==> config.mk <==
export PLATFORM = sky130hd
export DESIGN_NAME = fp_round_pack_flat
export DESIGN_NICKNAME = d
export VERILOG_FILES = /design/src/rtl/fp_pkg.sv /design/src/rtl/fp_round_pack_if.sv /design/src/rtl/fp_round_pack_pipe_ctrl.sv /design/src/rtl/fp_round_pack.sv /design/src/flat_wrapper.sv
export SDC_FILE = /design/constraint.sdc
export NUM_CORES = 1
export LEC_CHECK = 0
export ABC_AREA = 1
export CAP_MARGIN = 20
export CORE_ASPECT_RATIO = 1.2
export CORE_MARGIN = 3
export CORE_UTILIZATION = 30
export DETAILED_ROUTE_END_ITERATION = 6
export GPL_ROUTABILITY_DRIVEN = 0
export PLACE_DENSITY = 0.61
export SYNTH_ARGS = -nofsm -noshare
export SYNTH_HDL_FRONTEND = slang
export SYNTH_SLANG_ARGS = --single-unit
==> constraint.sdc <==
create_clock -name clk -period 10.58 [get_ports clk]
set_clock_uncertainty 0.1 [all_clocks]
set_input_delay 3.174 -clock clk [delete_from_list [all_inputs] [get_ports clk]]
set_output_delay 3.174 -clock clk [all_outputs]
set_load 0.05 [all_outputs]
==> src/rtl/fp_pkg.sv <==
// Shared constants and types for the FP round/pack stage.
// Optional FP_ROUND_MODE_EN adds the rounding-mode field to the stage-1 record.
package fp_pkg;

  localparam int FP_EXP_W  = 10;
  localparam int FP_FRAC_W = 33;

  localparam int          EXP_BIAS = 127;
  localparam int          EXP_MAX  = 255;
  localparam logic [31:0] QNAN     = 32'h7FC0_0000;

  typedef enum logic [1:0] {
    RM_RNE = 2'b00,
    RM_RTZ = 2'b01,
    RM_RDN = 2'b10,
    RM_RUP = 2'b11
  } rm_e;

  typedef struct packed {
    logic                sign;
    logic [FP_EXP_W-1:0] exp;
    logic [23:0]         mant24;
    logic                inc;
    logic                inexact;
    logic                zero;
    logic                inf;
    logic                nan;
`ifdef FP_ROUND_MODE_EN
    rm_e                 rm;
`endif
  } s1_t;

endpackage

==> src/rtl/fp_round_pack_if.sv <==
// Upstream and downstream valid/ready bus of the round/pack stage.
// FP_ROUND_MODE_EN adds the in_rm rounding-mode field.
interface fp_round_pack_if #(
  parameter int EXP_W  = 10,
  parameter int FRAC_W = 33
);
  logic              in_valid;
  logic              in_ready;
  logic              in_sign;
  logic [EXP_W-1:0]  in_exp;
  logic [FRAC_W-1:0] in_frac;
  logic              in_zero;
  logic              in_inf;
  logic              in_nan;
`ifdef FP_ROUND_MODE_EN
  logic [1:0]        in_rm;
`endif
  logic              out_valid;
  logic              out_ready;
  logic [31:0]       out_result;
  logic              out_inexact;
  logic              out_overflow;
  logic              out_underflow;

  modport master (
`ifdef FP_ROUND_MODE_EN
    output in_rm,
`endif
    output in_valid, in_sign, in_exp, in_frac, in_zero, in_inf, in_nan,
    input  in_ready,
    input  out_valid, out_result, out_inexact, out_overflow, out_underflow,
    output out_ready
  );

  modport slave (
`ifdef FP_ROUND_MODE_EN
    input  in_rm,
`endif
    input  in_valid, in_sign, in_exp, in_frac, in_zero, in_inf, in_nan,
    output in_ready,
    output out_valid, out_result, out_inexact, out_overflow, out_underflow,
    input  out_ready
  );
endinterface

==> src/rtl/fp_round_pack_pipe_ctrl.sv <==
// Two-slot elastic pipeline control: per-stage valid flops and load enables.
// in_ready depends combinationally on out_ready only; valid never feeds through.
module fp_round_pack_pipe_ctrl (
  input  logic clk,
  input  logic rst_n,
  input  logic in_valid,
  input  logic out_ready,
  output logic in_ready,
  output logic s1_load,
  output logic s2_load,
  output logic out_valid
);

  logic s1_valid_q, s1_valid_d;
  logic s2_valid_q, s2_valid_d;
  logic s1_adv, s2_adv;

  always_comb begin
    s2_adv     = !s2_valid_q | out_ready;
    s1_adv     = s2_adv | !s1_valid_q;
    in_ready   = s1_adv;
    s1_load    = s1_adv & in_valid;
    s2_load    = s2_adv & s1_valid_q;
    s1_valid_d = s1_adv ? in_valid : s1_valid_q;
    s2_valid_d = s2_adv ? s1_valid_q : s2_valid_q;
  end

  always_ff @(posedge clk or negedge rst_n) begin
    if (!rst_n) begin
      s1_valid_q <= 1'b0;
      s2_valid_q <= 1'b0;
    end else begin
      s1_valid_q <= s1_valid_d;
      s2_valid_q <= s2_valid_d;
    end
  end

  assign out_valid = s2_valid_q;

endmodule

==> src/rtl/fp_round_pack.sv <==
// Final add/sub stage: carry shift, rounding, exponent range handling, binary32 pack.
// FP_ROUND_MODE_EN enables selectable rounding modes; otherwise RNE is fixed.
module fp_round_pack
  import fp_pkg::*;
#(
  parameter int EXP_W  = FP_EXP_W,
  parameter int FRAC_W = FP_FRAC_W
) (
  input  logic            clk,
  input  logic            rst_n,
  fp_round_pack_if.slave  bus
);

  localparam logic signed [EXP_W-1:0] EXP_OVF  = EXP_W'(EXP_MAX);
  localparam logic signed [EXP_W-1:0] EXP_ZERO = '0;

  logic s1_load, s2_load;

  fp_round_pack_pipe_ctrl u_ctrl (
    .clk       (clk),
    .rst_n     (rst_n),
    .in_valid  (bus.in_valid),
    .out_ready (bus.out_ready),
    .in_ready  (bus.in_ready),
    .s1_load   (s1_load),
    .s2_load   (s2_load),
    .out_valid (bus.out_valid)
  );

  s1_t s1_q, s1_d;

  logic [FRAC_W-2:0] frac_n;
  logic [EXP_W-1:0]  exp_n;
  logic              drop, lsb, g, r, s, inc;

  always_comb begin
    frac_n = bus.in_frac[FRAC_W-2:0];
    exp_n  = bus.in_exp;
    drop   = 1'b0;
    if (bus.in_frac[FRAC_W-1]) begin
      frac_n = bus.in_frac[FRAC_W-1:1];
      exp_n  = bus.in_exp + EXP_W'(1);
      drop   = bus.in_frac[0];
    end
    lsb = frac_n[8];
    g   = frac_n[7];
    r   = frac_n[6];
    s   = (|frac_n[5:0]) | drop;
`ifdef FP_ROUND_MODE_EN
    case (rm_e'(bus.in_rm))
      RM_RNE:  inc = g & (r | s | lsb);
      RM_RTZ:  inc = 1'b0;
      RM_RDN:  inc = bus.in_sign & (g | r | s);
      RM_RUP:  inc = !bus.in_sign & (g | r | s);
      default: inc = 1'b0;
    endcase
`else
    inc = g & (r | s | lsb);
`endif

    s1_d = s1_q;
    if (s1_load) begin
      s1_d.sign    = bus.in_sign;
      s1_d.exp     = exp_n;
      s1_d.mant24  = frac_n[31:8];
      s1_d.inc     = inc;
      s1_d.inexact = g | r | s;
      s1_d.zero    = bus.in_zero;
      s1_d.inf     = bus.in_inf;
      s1_d.nan     = bus.in_nan;
`ifdef FP_ROUND_MODE_EN
      s1_d.rm      = rm_e'(bus.in_rm);
`endif
    end
  end

  logic [24:0]             m25;
  logic [EXP_W-1:0]        exp_r;
  logic signed [EXP_W-1:0] exp_s;
  logic [22:0]             mant;
  logic                    max_finite;
  logic                    unused_hidden;

  logic [31:0] result_q, result_d;
  logic        inexact_q, inexact_d;
  logic        overflow_q, overflow_d;
  logic        underflow_q, underflow_d;

  assign unused_hidden = m25[23];

  always_comb begin
    m25   = {1'b0, s1_q.mant24} + {24'd0, s1_q.inc};
    exp_r = s1_q.exp + {{(EXP_W-1){1'b0}}, m25[24]};
    exp_s = $signed(exp_r);
    // A carry out of rounding leaves 1.000..., so the stored mantissa is zero.
    mant  = m25[24] ? 23'd0 : m25[22:0];
`ifdef FP_ROUND_MODE_EN
    max_finite = (s1_q.rm == RM_RTZ) || (s1_q.rm == RM_RDN && !s1_q.sign) ||
                 (s1_q.rm == RM_RUP && s1_q.sign);
`else
    max_finite = 1'b0;
`endif

    result_d    = result_q;
    inexact_d   = inexact_q;
    overflow_d  = overflow_q;
    underflow_d = underflow_q;
    if (s2_load) begin
      inexact_d   = 1'b0;
      overflow_d  = 1'b0;
      underflow_d = 1'b0;
      if (s1_q.nan) begin
        result_d = QNAN;
      end else if (s1_q.inf) begin
        result_d = {s1_q.sign, 8'hFF, 23'd0};
      end else if (s1_q.zero) begin
        result_d = {s1_q.sign, 31'd0};
      end else if (exp_s >= EXP_OVF) begin
        result_d   = max_finite ? {s1_q.sign, 8'hFE, 23'h7FFFFF} : {s1_q.sign, 8'hFF, 23'd0};
        overflow_d = 1'b1;
        inexact_d  = 1'b1;
      end else if (exp_s <= EXP_ZERO) begin
        result_d    = {s1_q.sign, 31'd0};
        underflow_d = 1'b1;
        inexact_d   = 1'b1;
      end else begin
        result_d  = {s1_q.sign, exp_r[7:0], mant};
        inexact_d = s1_q.inexact;
      end
    end
  end

  always_ff @(posedge clk or negedge rst_n) begin
    if (!rst_n) begin
      s1_q        <= '0;
      result_q    <= '0;
      inexact_q   <= 1'b0;
      overflow_q  <= 1'b0;
      underflow_q <= 1'b0;
    end else begin
      s1_q        <= s1_d;
      result_q    <= result_d;
      inexact_q   <= inexact_d;
      overflow_q  <= overflow_d;
      underflow_q <= underflow_d;
    end
  end

  assign bus.out_result    = result_q;
  assign bus.out_inexact   = inexact_q;
  assign bus.out_overflow  = overflow_q;
  assign bus.out_underflow = underflow_q;

endmodule

==> src/flat_wrapper.sv <==
// flat-port wrapper written by rule: the top's interface ports become plain ports
module fp_round_pack_flat import fp_pkg::*;
#(
  parameter int EXP_W  = FP_EXP_W,
  parameter int FRAC_W = FP_FRAC_W
)
  (clk, rst_n, bus_in_valid, bus_in_sign, bus_in_exp, bus_in_frac, bus_in_zero, bus_in_inf, bus_in_nan, bus_in_ready, bus_out_valid, bus_out_result, bus_out_inexact, bus_out_overflow, bus_out_underflow, bus_out_ready);
  fp_round_pack_if #(.EXP_W(EXP_W), .FRAC_W(FRAC_W)) bus_i ();
  input  logic clk;
  input  logic rst_n;
  input wire logic [$bits(bus_i.in_valid)-1:0] bus_in_valid;
  input wire logic [$bits(bus_i.in_sign)-1:0] bus_in_sign;
  input wire logic [$bits(bus_i.in_exp)-1:0] bus_in_exp;
  input wire logic [$bits(bus_i.in_frac)-1:0] bus_in_frac;
  input wire logic [$bits(bus_i.in_zero)-1:0] bus_in_zero;
  input wire logic [$bits(bus_i.in_inf)-1:0] bus_in_inf;
  input wire logic [$bits(bus_i.in_nan)-1:0] bus_in_nan;
  output wire logic [$bits(bus_i.in_ready)-1:0] bus_in_ready;
  output wire logic [$bits(bus_i.out_valid)-1:0] bus_out_valid;
  output wire logic [$bits(bus_i.out_result)-1:0] bus_out_result;
  output wire logic [$bits(bus_i.out_inexact)-1:0] bus_out_inexact;
  output wire logic [$bits(bus_i.out_overflow)-1:0] bus_out_overflow;
  output wire logic [$bits(bus_i.out_underflow)-1:0] bus_out_underflow;
  input wire logic [$bits(bus_i.out_ready)-1:0] bus_out_ready;
  assign bus_i.in_valid = bus_in_valid;
  assign bus_i.in_sign = bus_in_sign;
  assign bus_i.in_exp = bus_in_exp;
  assign bus_i.in_frac = bus_in_frac;
  assign bus_i.in_zero = bus_in_zero;
  assign bus_i.in_inf = bus_in_inf;
  assign bus_i.in_nan = bus_in_nan;
  assign bus_in_ready = bus_i.in_ready;
  assign bus_out_valid = bus_i.out_valid;
  assign bus_out_result = bus_i.out_result;
  assign bus_out_inexact = bus_i.out_inexact;
  assign bus_out_overflow = bus_i.out_overflow;
  assign bus_out_underflow = bus_i.out_underflow;
  assign bus_i.out_ready = bus_out_ready;
  fp_round_pack #(.EXP_W(EXP_W), .FRAC_W(FRAC_W)) u_core (.clk(clk), .rst_n(rst_n), .bus(bus_i));
endmodule
==> out/qor.tcl <==
set qor(worst_skew_pair.late_latency_ns) 0.33
set qor(grt-ovfl-total) 0
set qor(power.internal_uw) 644
set qor(ctsLongestPathBuffers) 2
set qor(synth.yosys.seq_area_share) 0.452
set qor(post_synth.cell_area_avg_um2) 7.43
set qor(layout-drive-gt1-share) 0.0606
set qor(total_wirelength_um) 10300
set qor(timing.final.max_slew_violations) 0
set qor(worst_ep_required_ns) 7.31
set qor(reg2reg_slack_ns) 6.65
set qor(timing_worst_slew_pin_value_ns) 0.969
set qor(port_bufs) 87
set qor(synth_edf_count) 0
set qor(io_pins) 88
set qor(timing.final.crit_period_ns) 7.88
set qor(fin_total_pwr_uw) 1010
set qor(switchingPower_uw) 362
set qor(syn-cell-area_mm2) 0.00426
set qor(synth_top_area_cell) {sky130_fd_sc_hd__dfrtp_1}
set qor(netlist_top_cells_area) {sky130_fd_sc_hd__dfrtp_1, sky130_fd_sc_hd__nand2_1, sky130_fd_sc_hd__nor2_1}
set qor(worst_hold_startpoint) {u_core.bus.out_result[3]}
set qor(finalSetupViolCount) 0
set qor(post_synth_inst_count) 574
set qor(tns_ns) 0
set qor(power_leakage_uw) 0.00261
set qor(cts_made_buffers) 9
set qor(min_path_cells) 2
set qor(detail_route.vias_per_cell) 4.66
set qor(die-width_um) 115
set qor(cts_root_buf) {sky130_fd_sc_hd__clkbuf_16}
set qor(die_h_um) 137
set qor(p_clk_frac) 0.292
set qor(start_util) 0.307
set qor(fmax_mhz) 127
set qor(grt_pass1_wl_um) 17200
set qor(whs_endpoint) {u_core.bus.out_result[3]}
set qor(placement_rows) 47
set qor(final_hold_viol_count) 0
set qor(yosysWarningCount) 0
set qor(fin_nets) 711
set qor(vias) 3876
set qor(final-seq-area_mm2) 0.00193
set qor(drc_violation_count_after_routing) 0
set qor(synth.lib_cells_used.distinct) 41
set qor(timing.slew.headroom) 0.354
set qor(worst_r2r_endpoint) {u_core.bus.out_result[0]}
set qor(pin_count_of_the_biggest_net_entering_global_routing) 78
set qor(detail_route.first_pass.iterations) 4
set qor(layout-area-overhead-vs-synth_pct) 31.0
set qor(sequentialPowerShare) 0.386
set qor(multi_input_comb_area_mm2) 0.00206
set qor(cts_repair_resize_count) 0
set qor(r2r-start) {u_core.s1_q[4]}
set qor(num-fill-cells) 1441
set qor(reg2regPathDepth) 24
set qor(core_region_area_mm2) 0.0139
set qor(worstSetupPathType) {primary input to output port}
set qor(cts_hold_buffers) 0
set qor(detailedRoute.firstIterationViolations) 236
set qor(diodes) 0
set qor(post_cts_buffers) 0
set qor(switching_share) 0.360
set qor(vdd_ir_drop_max_mv) 0.0706
set qor(cts_tree) {yes}
set qor(htreeDepth) 3
set qor(hp-class) {flop to flop}
set qor(pwr-share-comb) 0.322
set qor(die_area_mm2) 0.0157
set qor(synth_top_cell_area_share) 0.452
set qor(async_reset_ff_frac) 1.00
set qor(yosys_most_used_dff) {sky130_fd_sc_hd__dfrtp_1}
set qor(status) {completed}
set qor(routed_wire_length_per_instance_um) 12.4
set qor(sink_count_of_the_clock_tree) 77
set qor(timing.max_cap.violations) 0
set qor(cellPowerDensity_mw_per_mm2) 180
set qor(route.antenna.remaining_nets) 0
set qor(dpl.hpwl_um) 7860
set qor(worst_setup_hold_path_clk_slew_ns) 0.05
set qor(crit_path_start_kind) {primary input}
set qor(vias_in_the_first_global_route) 3715
set qor(antenna_found_initial) 0
set qor(final.period_utilization) 0.745
set qor(cp_max_fo) 3
set qor(ys_ff_latch) 77
set qor(end_kind) {output port}
set qor(synthesis.nets) 630
set qor(unrepaired_setup_endpoints_after_global_routing) {false}
set qor(global_route.usage.total) 0.137
set qor(worst-endpoint-arrival_ns) 4.61
## cell families (layout without fill, tap and decap cells)
| logic type | count (synthesis) | in the layout | share of synthesized area |
|---|---|---|---|
| flip-flops | 77 | 77 | 0.452 |
| adder cells (fa/ha/maj) | 5 | 5 | 0.0147 |
| buffers and inverters | 68 | 154 | 0.0651 |
| AO/OA/AOI/OAI | 65 | 65 | 0.0874 |
| AND/OR/NAND/NOR | 340 | 340 | 0.342 |
| XOR/XNOR | 19 | 19 | 0.0390 |
## per-layer routing
| metal | part of all wire | track usage |
|---|---|---|
| met1 | 0.44 | 0.163 |
| met2 | 0.50 | 0.236 |
| met3 | 0.049 | 0.0341 |
| met4 | 0.019 | 0.0522 |
| met5 | 0 | 0 |
## flip-flops by register name, indices dropped and copies added, names as in the netlist
| register | count |
|---|---|
| u_core.bus.out_result | 32 |
| u_core.u_ctrl.out_valid | 1 |
| u_core.bus.out_overflow | 1 |
| u_core.bus.out_inexact | 1 |
| u_core.bus.out_underflow | 1 |
| u_core.s1_q | 40 |
| u_core.u_ctrl.s1_valid_q | 1 |
## cells in the mapped netlist (7+ instances only)
| library cell | instances |
|---|---|
| sky130_fd_sc_hd__nand2_2 | 7 |
| sky130_fd_sc_hd__nand2_1 | 200 |
| sky130_fd_sc_hd__o21ai_0 | 20 |
| sky130_fd_sc_hd__nor2_1 | 74 |
| sky130_fd_sc_hd__a21oi_1 | 13 |
| sky130_fd_sc_hd__a31oi_1 | 24 |
| sky130_fd_sc_hd__dfrtp_1 | 77 |
| sky130_fd_sc_hd__nand4_1 | 8 |
| sky130_fd_sc_hd__clkbuf_1 | 14 |
| sky130_fd_sc_hd__inv_1 | 42 |
| sky130_fd_sc_hd__xor2_1 | 15 |
| sky130_fd_sc_hd__nand3_1 | 29 |
## power groups by stage
stage	registers [µW]	logic, µW	clock network [µW]
floorplan	474	131	0
global placement	391	324	0
detailed placement	393	326	0
CTS	389	327	303
global route	397	356	315
finish	388	324	294
## metrics by stage
stage	hold WS (ns)	util	cell area, µm²	cells	worst slack (ns)
after floorplan	0.350	-	4260	574	3.67
after global placement	0.367	0.379	5270	814	2.71
after detailed placement	0.364	0.379	5270	814	2.69
after CTS	0.380	0.400	5560	830	2.68
after global routing	0.404	0.402	5580	831	2.63
final	0.374	0.402	5580	831	2.70
## worst max path at each step
stage	startpoint	endpoint	slack, ns	cells after the start
2_1_floorplan	bus_out_ready	bus_in_ready	3.67	2
3_3_place_gp	bus_out_ready	bus_in_ready	2.71	4
3_5_place_dp	bus_out_ready	bus_in_ready	2.69	4
4_1_cts	bus_out_ready	bus_in_ready	2.68	4
5_1_grt	bus_out_ready	bus_in_ready	2.63	4
6_report	bus_out_ready	bus_in_ready	2.70	4
## critical path: stages
cell and delay (ns):
sky130_fd_sc_hd__clkdlybuf4s50_1 0.46, sky130_fd_sc_hd__inv_1 0.05, sky130_fd_sc_hd__nand3_1 0.11, sky130_fd_sc_hd__clkdlybuf4s50_1 0.82
## layout make-up
class / instances / area share
sequential: 77 / 0.345
clock buffer: 16 / 0.0522
tap: 171 / 0.0383
multi-input combinational: 429 / 0.369
timing repair buffer: 90 / 0.163
inverter: 48 / 0.0325
## cells in the final DEF, fill, tap and decap left out, types with 5 or more instances in the layout
cell / Yosys / routed
sky130_fd_sc_hd__o21ai_0: 20 / 20
sky130_fd_sc_hd__clkdlybuf4s50_1: 0 / 86
sky130_fd_sc_hd__nand2_2: 7 / 7
sky130_fd_sc_hd__nand2_1: 200 / 200
sky130_fd_sc_hd__clkbuf_16: 0 / 9
sky130_fd_sc_hd__xor2_1: 15 / 15
sky130_fd_sc_hd__a31oi_1: 24 / 24
sky130_fd_sc_hd__ha_1: 5 / 5
sky130_fd_sc_hd__nor2_1: 74 / 74
sky130_fd_sc_hd__a21oi_1: 13 / 13
sky130_fd_sc_hd__nand3_1: 29 / 29
sky130_fd_sc_hd__dfrtp_1: 77 / 77
sky130_fd_sc_hd__nand4_1: 8 / 8
sky130_fd_sc_hd__inv_1: 42 / 42
Power figures use the tool's default switching activity.
